## src/rtl/button_mode_sequencer_pkg.sv

```systemverilog
// button_mode_sequencer_pkg: shared mode encoding, default debounce length and instruction widths
package button_mode_sequencer_pkg;
  typedef enum logic [1:0] {
    MODE_F1  = 2'd0,
    MODE_F2  = 2'd1,
    MODE_F3  = 2'd2,
    MODE_BAD = 2'd3
  } mode_e;
  localparam int DEFAULT_DEBOUNCE_CYCLES = 500000;
  localparam int F1_W = 4;
  localparam int F2_W = 4;
  localparam int F3_W = 5;
endpackage

```

## src/rtl/button_mode_sequencer_debouncer.sv

```systemverilog
// button_debouncer: synchroniser chain, hold-time debounce counter, stable level and rising-edge pulse
// Ports: i_clk, i_rst_n (async active-low), i_raw (asynchronous pin),
//        o_stable (debounced level), o_rise (one-cycle pulse on stable 0->1)
module button_debouncer #(
  parameter int DEBOUNCE_CYCLES = 500000,
  parameter int CNT_W           = 20,
  parameter int SYNC_STAGES     = 2
) (
  input  logic i_clk,
  input  logic i_rst_n,
  input  logic i_raw,
  output logic o_stable,
  output logic o_rise
);
  logic [SYNC_STAGES-1:0] r_sync;
  logic [CNT_W-1:0]       r_cnt;
  logic                   r_stable;
  logic                   r_stable_q;
  logic                   w_sync;
  assign w_sync   = r_sync[SYNC_STAGES-1];
  assign o_stable = r_stable;
  assign o_rise   = r_stable & ~r_stable_q;
  always_ff @(posedge i_clk or negedge i_rst_n) begin
    if (!i_rst_n) begin
      r_sync     <= '0;
      r_cnt      <= '0;
      r_stable   <= 1'b0;
      r_stable_q <= 1'b0;
    end else begin
      r_sync     <= {r_sync[SYNC_STAGES-2:0], i_raw};
      r_stable_q <= r_stable;
      // Any return to the accepted level restarts the hold count, so short glitches never qualify
      if (w_sync == r_stable) r_cnt <= '0;
      else if (r_cnt == CNT_W'(DEBOUNCE_CYCLES - 1)) begin
        r_stable <= w_sync;
        r_cnt    <= '0;
      end else r_cnt <= r_cnt + 1'b1;
    end
  end
endmodule

```

## src/rtl/button_mode_sequencer.sv

```systemverilog
// button_mode_sequencer: debounced button/switch front end, three-function mode FSM and instruction routing
// Ports: sysclk, reset_n (async active-low); raw East/West/North/South/change/SW0..SW3;
//        func_index (active function), func1/2/3_instruction (mode-gated field levels),
//        instr_strobe (one-cycle new-press pulse), soft_reset (debounced SW0)
module button_mode_sequencer
  import button_mode_sequencer_pkg::*;
#(
  parameter int DEBOUNCE_CYCLES = DEFAULT_DEBOUNCE_CYCLES,
  parameter int CNT_W           = 20,
  parameter int SYNC_STAGES     = 2
) (
  input  logic            sysclk,
  input  logic            reset_n,
  input  logic            East,
  input  logic            West,
  input  logic            North,
  input  logic            South,
  input  logic            change,
  input  logic            SW0,
  input  logic            SW1,
  input  logic            SW2,
  input  logic            SW3,
  output logic [1:0]      func_index,
  output logic [F1_W-1:0] func1_instruction,
  output logic [F2_W-1:0] func2_instruction,
  output logic [F3_W-1:0] func3_instruction,
  output logic            instr_strobe,
  output logic            soft_reset
);
  // Bit order: 0 East, 1 West, 2 North, 3 South, 4 SW0, 5 SW1, 6 SW2, 7 SW3, 8 change
  logic [8:0] w_raw;
  logic [8:0] w_stable;
  logic [8:0] w_rise;
  logic       w_strobe;
  logic       w_unused;
  mode_e      r_mode;
  mode_e      w_mode_next;
  assign w_raw = {change, SW3, SW2, SW1, SW0, South, North, West, East};
  for (genvar g = 0; g < 9; g++) begin : g_db
    button_debouncer #(
      .DEBOUNCE_CYCLES(DEBOUNCE_CYCLES),
      .CNT_W          (CNT_W),
      .SYNC_STAGES    (SYNC_STAGES)
    ) u_db (
      .i_clk   (sysclk),
      .i_rst_n (reset_n),
      .i_raw   (w_raw[g]),
      .o_stable(w_stable[g]),
      .o_rise  (w_rise[g])
    );
  end
  assign w_unused = &{1'b0, w_rise[6:4], w_stable[8]};
  always_ff @(posedge sysclk or negedge reset_n) begin
    if (!reset_n) r_mode <= MODE_F1;
    else r_mode <= w_mode_next;
  end
  always_comb begin
    w_mode_next = r_mode;
    w_mode_next = (r_mode == MODE_BAD) ? MODE_F1 :
                  !w_rise[8]           ? r_mode  :
                  (r_mode == MODE_F1)  ? MODE_F2 :
                  (r_mode == MODE_F2)  ? MODE_F3 : MODE_F1;
    // A change press in the same cycle wins: the button press lands in the new mode as a level only
    w_strobe = ~w_rise[8] & ((|w_rise[3:0]) | ((r_mode == MODE_F3) & w_rise[7]));
  end
  always_ff @(posedge sysclk or negedge reset_n) begin
    if (!reset_n) begin
      func_index        <= 2'd0;
      func1_instruction <= '0;
      func2_instruction <= '0;
      func3_instruction <= '0;
      instr_strobe      <= 1'b0;
      soft_reset        <= 1'b0;
    end else begin
      func_index        <= r_mode;
      func1_instruction <= (r_mode == MODE_F1) ? {w_stable[7], w_stable[6], w_stable[5], w_stable[0]} : '0;
      func2_instruction <= (r_mode == MODE_F2) ? {w_stable[0], w_stable[1], w_stable[2], w_stable[3]} : '0;
      func3_instruction <= (r_mode == MODE_F3) ? {w_stable[0], w_stable[1], w_stable[2], w_stable[3], w_stable[7]} : '0;
      instr_strobe      <= w_strobe;
      soft_reset        <= w_stable[4];
    end
  end
endmodule

```

## config.mk

```make
export PLATFORM = sky130hd
export DESIGN_NAME = button_mode_sequencer
export DESIGN_NICKNAME = d
export VERILOG_FILES = /design/src/rtl/button_mode_sequencer_pkg.sv /design/src/rtl/button_mode_sequencer_debouncer.sv /design/src/rtl/button_mode_sequencer.sv
export SDC_FILE = /design/constraint.sdc
export NUM_CORES = 1
export LEC_CHECK = 0
export BUFFER_PORTS_ARGS = -buffer_cell sky130_fd_sc_hd__buf_2
export CORE_MARGIN = 4
export CORE_UTILIZATION = 59
export CTS_BUF_LIST = sky130_fd_sc_hd__clkbuf_4 sky130_fd_sc_hd__clkbuf_8
export CTS_CLUSTER_DIAMETER = 40
export DETAILED_ROUTE_END_ITERATION = 12
export PLACE_DENSITY = 0.8
export SLEW_MARGIN = 10
export SYNTH_ARGS = -nofsm -noshare
export SYNTH_HDL_FRONTEND = slang
export SYNTH_SLANG_ARGS = --single-unit
```

## constraint.sdc

```tcl
create_clock -name sysclk -period 4.91 [get_ports sysclk]
set_input_delay 0.7365 -clock sysclk [delete_from_list [all_inputs] [get_ports sysclk]]
set_output_delay 0.7365 -clock sysclk [all_outputs]
set_load 0.01 [all_outputs]
```

==> metrics.yaml <==
outcome:
  outcome: "completed"
setup_path:
  r2r_slack_ns: 2.60
  required_ns: 5.27
  r2r-end: "g_db[0].u_db.r_cnt[11]$_DFF_PN0_"
  rr_worst_depth: 4
  start_kind: "register"
  path_max_fanout: 18
  timing.rr.start: "g_db[0].u_db.r_cnt[0]$_DFF_PN0_"
  cp.arrival_ns: 2.66
  crit_type: "register to register"
  worst_setup_path_end_kind: "register"
timing:
  setup_viol: 0
  rsz0062_at_grt: "no"
  tightest_slew_ns: 1.169
  setup_tns_ns: 0
  final.period_utilization: 0.4697
  drv_slew: 0
  skew_ns: 0.009769
  setup_ws_ns: 2.604
  finalHoldViolations: 0
  fmax_ghz: 0.4336
  timing.hold.ws_ns: 0.2766
  min_period_ns: 2.306
  worst_slew_margin_rel: 0.2157
clocking:
  post_cts_resized: 0
  hold_buffers: 0
  cts_made_buffers: 41
  htreeDepth: 2
  clk_latency_ns: 0.53
  post-cts-setup-buffers: 0
  clock-sinks: 232
  cts_tree: "done"
  cts_root_buf: "clkbuf_8"
  clk_pin_slew_worst_paths_ns: 0.05
  clock_path_buffers: 3
synth:
  synth_xor_area_frac: 0.1014
  synth_fa_ha_area_frac: 0.01043
  async_reset_ff_frac: 1.000
  synth_top_cells_by_area: "dfrtp_1 (54%), xnor2_1 (6.2%), nor2_1 (5.4%)"
  synth_top_area_share: 0.5375
  synth_area_leader_cell: "dfrtp_1"
  synth_top_family_by_area: "simple AND/OR/NAND/NOR gates"
  synthesis.nets: 1070
  syn_area_um2: 10800
  seq_area_frac_synth: 0.5375
  synth-edff-count: 0
  synth-compound-area-share: 0.06348
  synthMuxAreaShare: 0.01135
  synth_flop_cell: "dfrtp_1"
  syn_inst: 1050
  synth.distinct_cells: 52
  synthSimpleGateAreaFrac: 0.2510
  avgSynthCellArea_um2: 10.29
  synth_warnings: 0
  ys_ff_latch: 232
power:
  p_switching_mw: 0.8692
  cellPowerDensity_nw_per_um2: 342.4
  power.leakage_nw: 5.067
  p_int_mw: 3.290
  power_frac_comb: 0.026
  pwr-share-clk: 0.502
  sw_frac_of_total: 0.2090
  peakVddDrop_uv: 234.6
  sequentialPowerShare: 0.472
place:
  dp_slack_ns: 2.554
  placement.io_buffers: 27
  dpl.hpwl_mm: 13.02
  dpl.cell_count: 1285
  place_congestion: 0.8248
detailed_routing:
  via_per_inst: 5.745
  vias: 7807
  drt_pre_antenna_iters: 5
  wl_per_cell_um: 14.47
  drt-total-wl_mm: 19.67
  drt_iter0_drc: 498
  drc: 0
  ant_nets: 0
worst_hold_path:
  holdCritPathClass: "primary input to async pin"
finish:
  drive_gt1_frac: 0.1239
  synthToLayoutAreaGrowth_pct: 12.45
  nets: 1119
  layout_commonest_cell: "dfrtp_1"
  fin_cells: 1359
  antenna_cells: 0
  final_cell_mix: "dfrtp_1 (232), nor2_1 (154), xnor2_1 (76)"
job:
  maxCapViolations: 0
grt:
  overflow: 0
  grt_pass1_wl_mm: 34.57
  antenna_found_initial: 0
  grt_use_total: 0.2004
  grt_pass1_vias: 7558
  grt_max_degree: 114
floorplanning:
  die_w_um: 143.3
  coreArea_um2: 17960
  start_util: 0.6012
  dieArea_um2: 20530
  io_pins: 28
  dieHeight_um: 143.3
  placementRows: 49
## stage by stage
step                      power [mW]  cell area (µm²)  utilization
final                          4.159            12150       0.6761
after global routing           4.322            12150       0.6761
after CTS                      4.219            12150       0.6761
after detailed placement       2.109            11140       0.6204
after global placement         2.106            11140       0.6204
after floorplan                2.049            10800            -
## worst max-delay path, stage by stage, from the launching register on
cell	delay (ns)
dfrtp_1	0.40
ha_1	0.22
nand4_1	0.30
o31ai_2	1.08
nor2_1	0.13
## Yosys cell counts (9+ instances only)
master,count
nand2_1,53
xnor2_1,76
mux2_2,10
nor4b_1,9
nand3_1,57
and4_1,14
clkbuf_1,16
dfrtp_1,232
o21ai_0,21
a21oi_1,46
nor3_1,27
ha_1,9
or4_1,25
and3_1,12
nand4_1,54
inv_1,36
xor2_1,49
nor2_1,154
nor4_1,29
or3_1,20
and2_1,20
o31ai_1,19
## routing by layer
metal  GRT usage  vias up  part of all wire  wire length (µm)
li1            -     3840                 -                 -
met1      0.2834     3768              0.47              9241
met2      0.3182      164              0.46              9127
met3     0.03394       35             0.043               838
met4     0.06888        0             0.024               463
met5           0        -                 0                 0
## how the worst max path moves through the flow
stage          cells past startpoint  slack (ns)                               end                        startpoint
6_report                           4        2.60  g_db[0].u_db.r_cnt[11]$_DFF_PN0_   g_db[0].u_db.r_cnt[0]$_DFF_PN0_
4_1_cts                            4        2.57  g_db[0].u_db.r_cnt[11]$_DFF_PN0_   g_db[0].u_db.r_cnt[0]$_DFF_PN0_
3_3_place_gp                       4        2.62   g_db[0].u_db.r_cnt[3]$_DFF_PN0_   g_db[0].u_db.r_cnt[0]$_DFF_PN0_
5_1_grt                            4        2.36  g_db[0].u_db.r_cnt[14]$_DFF_PN0_   g_db[0].u_db.r_cnt[0]$_DFF_PN0_
3_5_place_dp                       4        2.55  g_db[0].u_db.r_cnt[14]$_DFF_PN0_   g_db[0].u_db.r_cnt[0]$_DFF_PN0_
2_1_floorplan                      6        2.99  g_db[2].u_db.r_cnt[10]$_DFF_PN0_  g_db[2].u_db.r_cnt[12]$_DFF_PN0_
## final cells by class
cell class | count | area (µm²)
repair buffers | 33 | 190.2
inverters | 36 | 135.1
multi-input cells | 755 | 4727
well taps | 229 | 286.5
flip-flops and latches | 232 | 5806
clock inverters | 16 | 240.2
fillers | 1347 | 5818
clock buffers | 58 | 760.7
## state kept, by name (all words and copies together), names as in the netlist
name,flops
func1_instruction,4
func2_instruction,4
func3_instruction,5
func_index,2
g_db.u_db.o_stable,9
g_db.u_db.r_cnt,180
g_db.u_db.r_stable_q,6
g_db.u_db.r_sync,18
instr_strobe,1
r_mode,2
soft_reset,1
## cell families after synthesis
group	count (synthesis)
AND/OR/NAND/NOR	506
XOR/XNOR	125
adder cells (fa/ha/maj)	9
buffers and inverters	63
flip-flops	232
multiplexers	11
AO/OA/AOI/OAI	104
## power by group through the flow
stage / Sequential (mW) / Combinational [mW] / Clock [mW]
6_report: 1.96 / 0.109 / 2.09
5_1_grt: 1.96 / 0.129 / 2.23
4_1_cts: 1.96 / 0.114 / 2.14
3_5_place_dp: 2.00 / 0.113 / 0
3_3_place_gp: 1.99 / 0.111 / 0
2_1_floorplan: 1.99 / 0.0579 / 0
(Power assumes the default switching activity.)
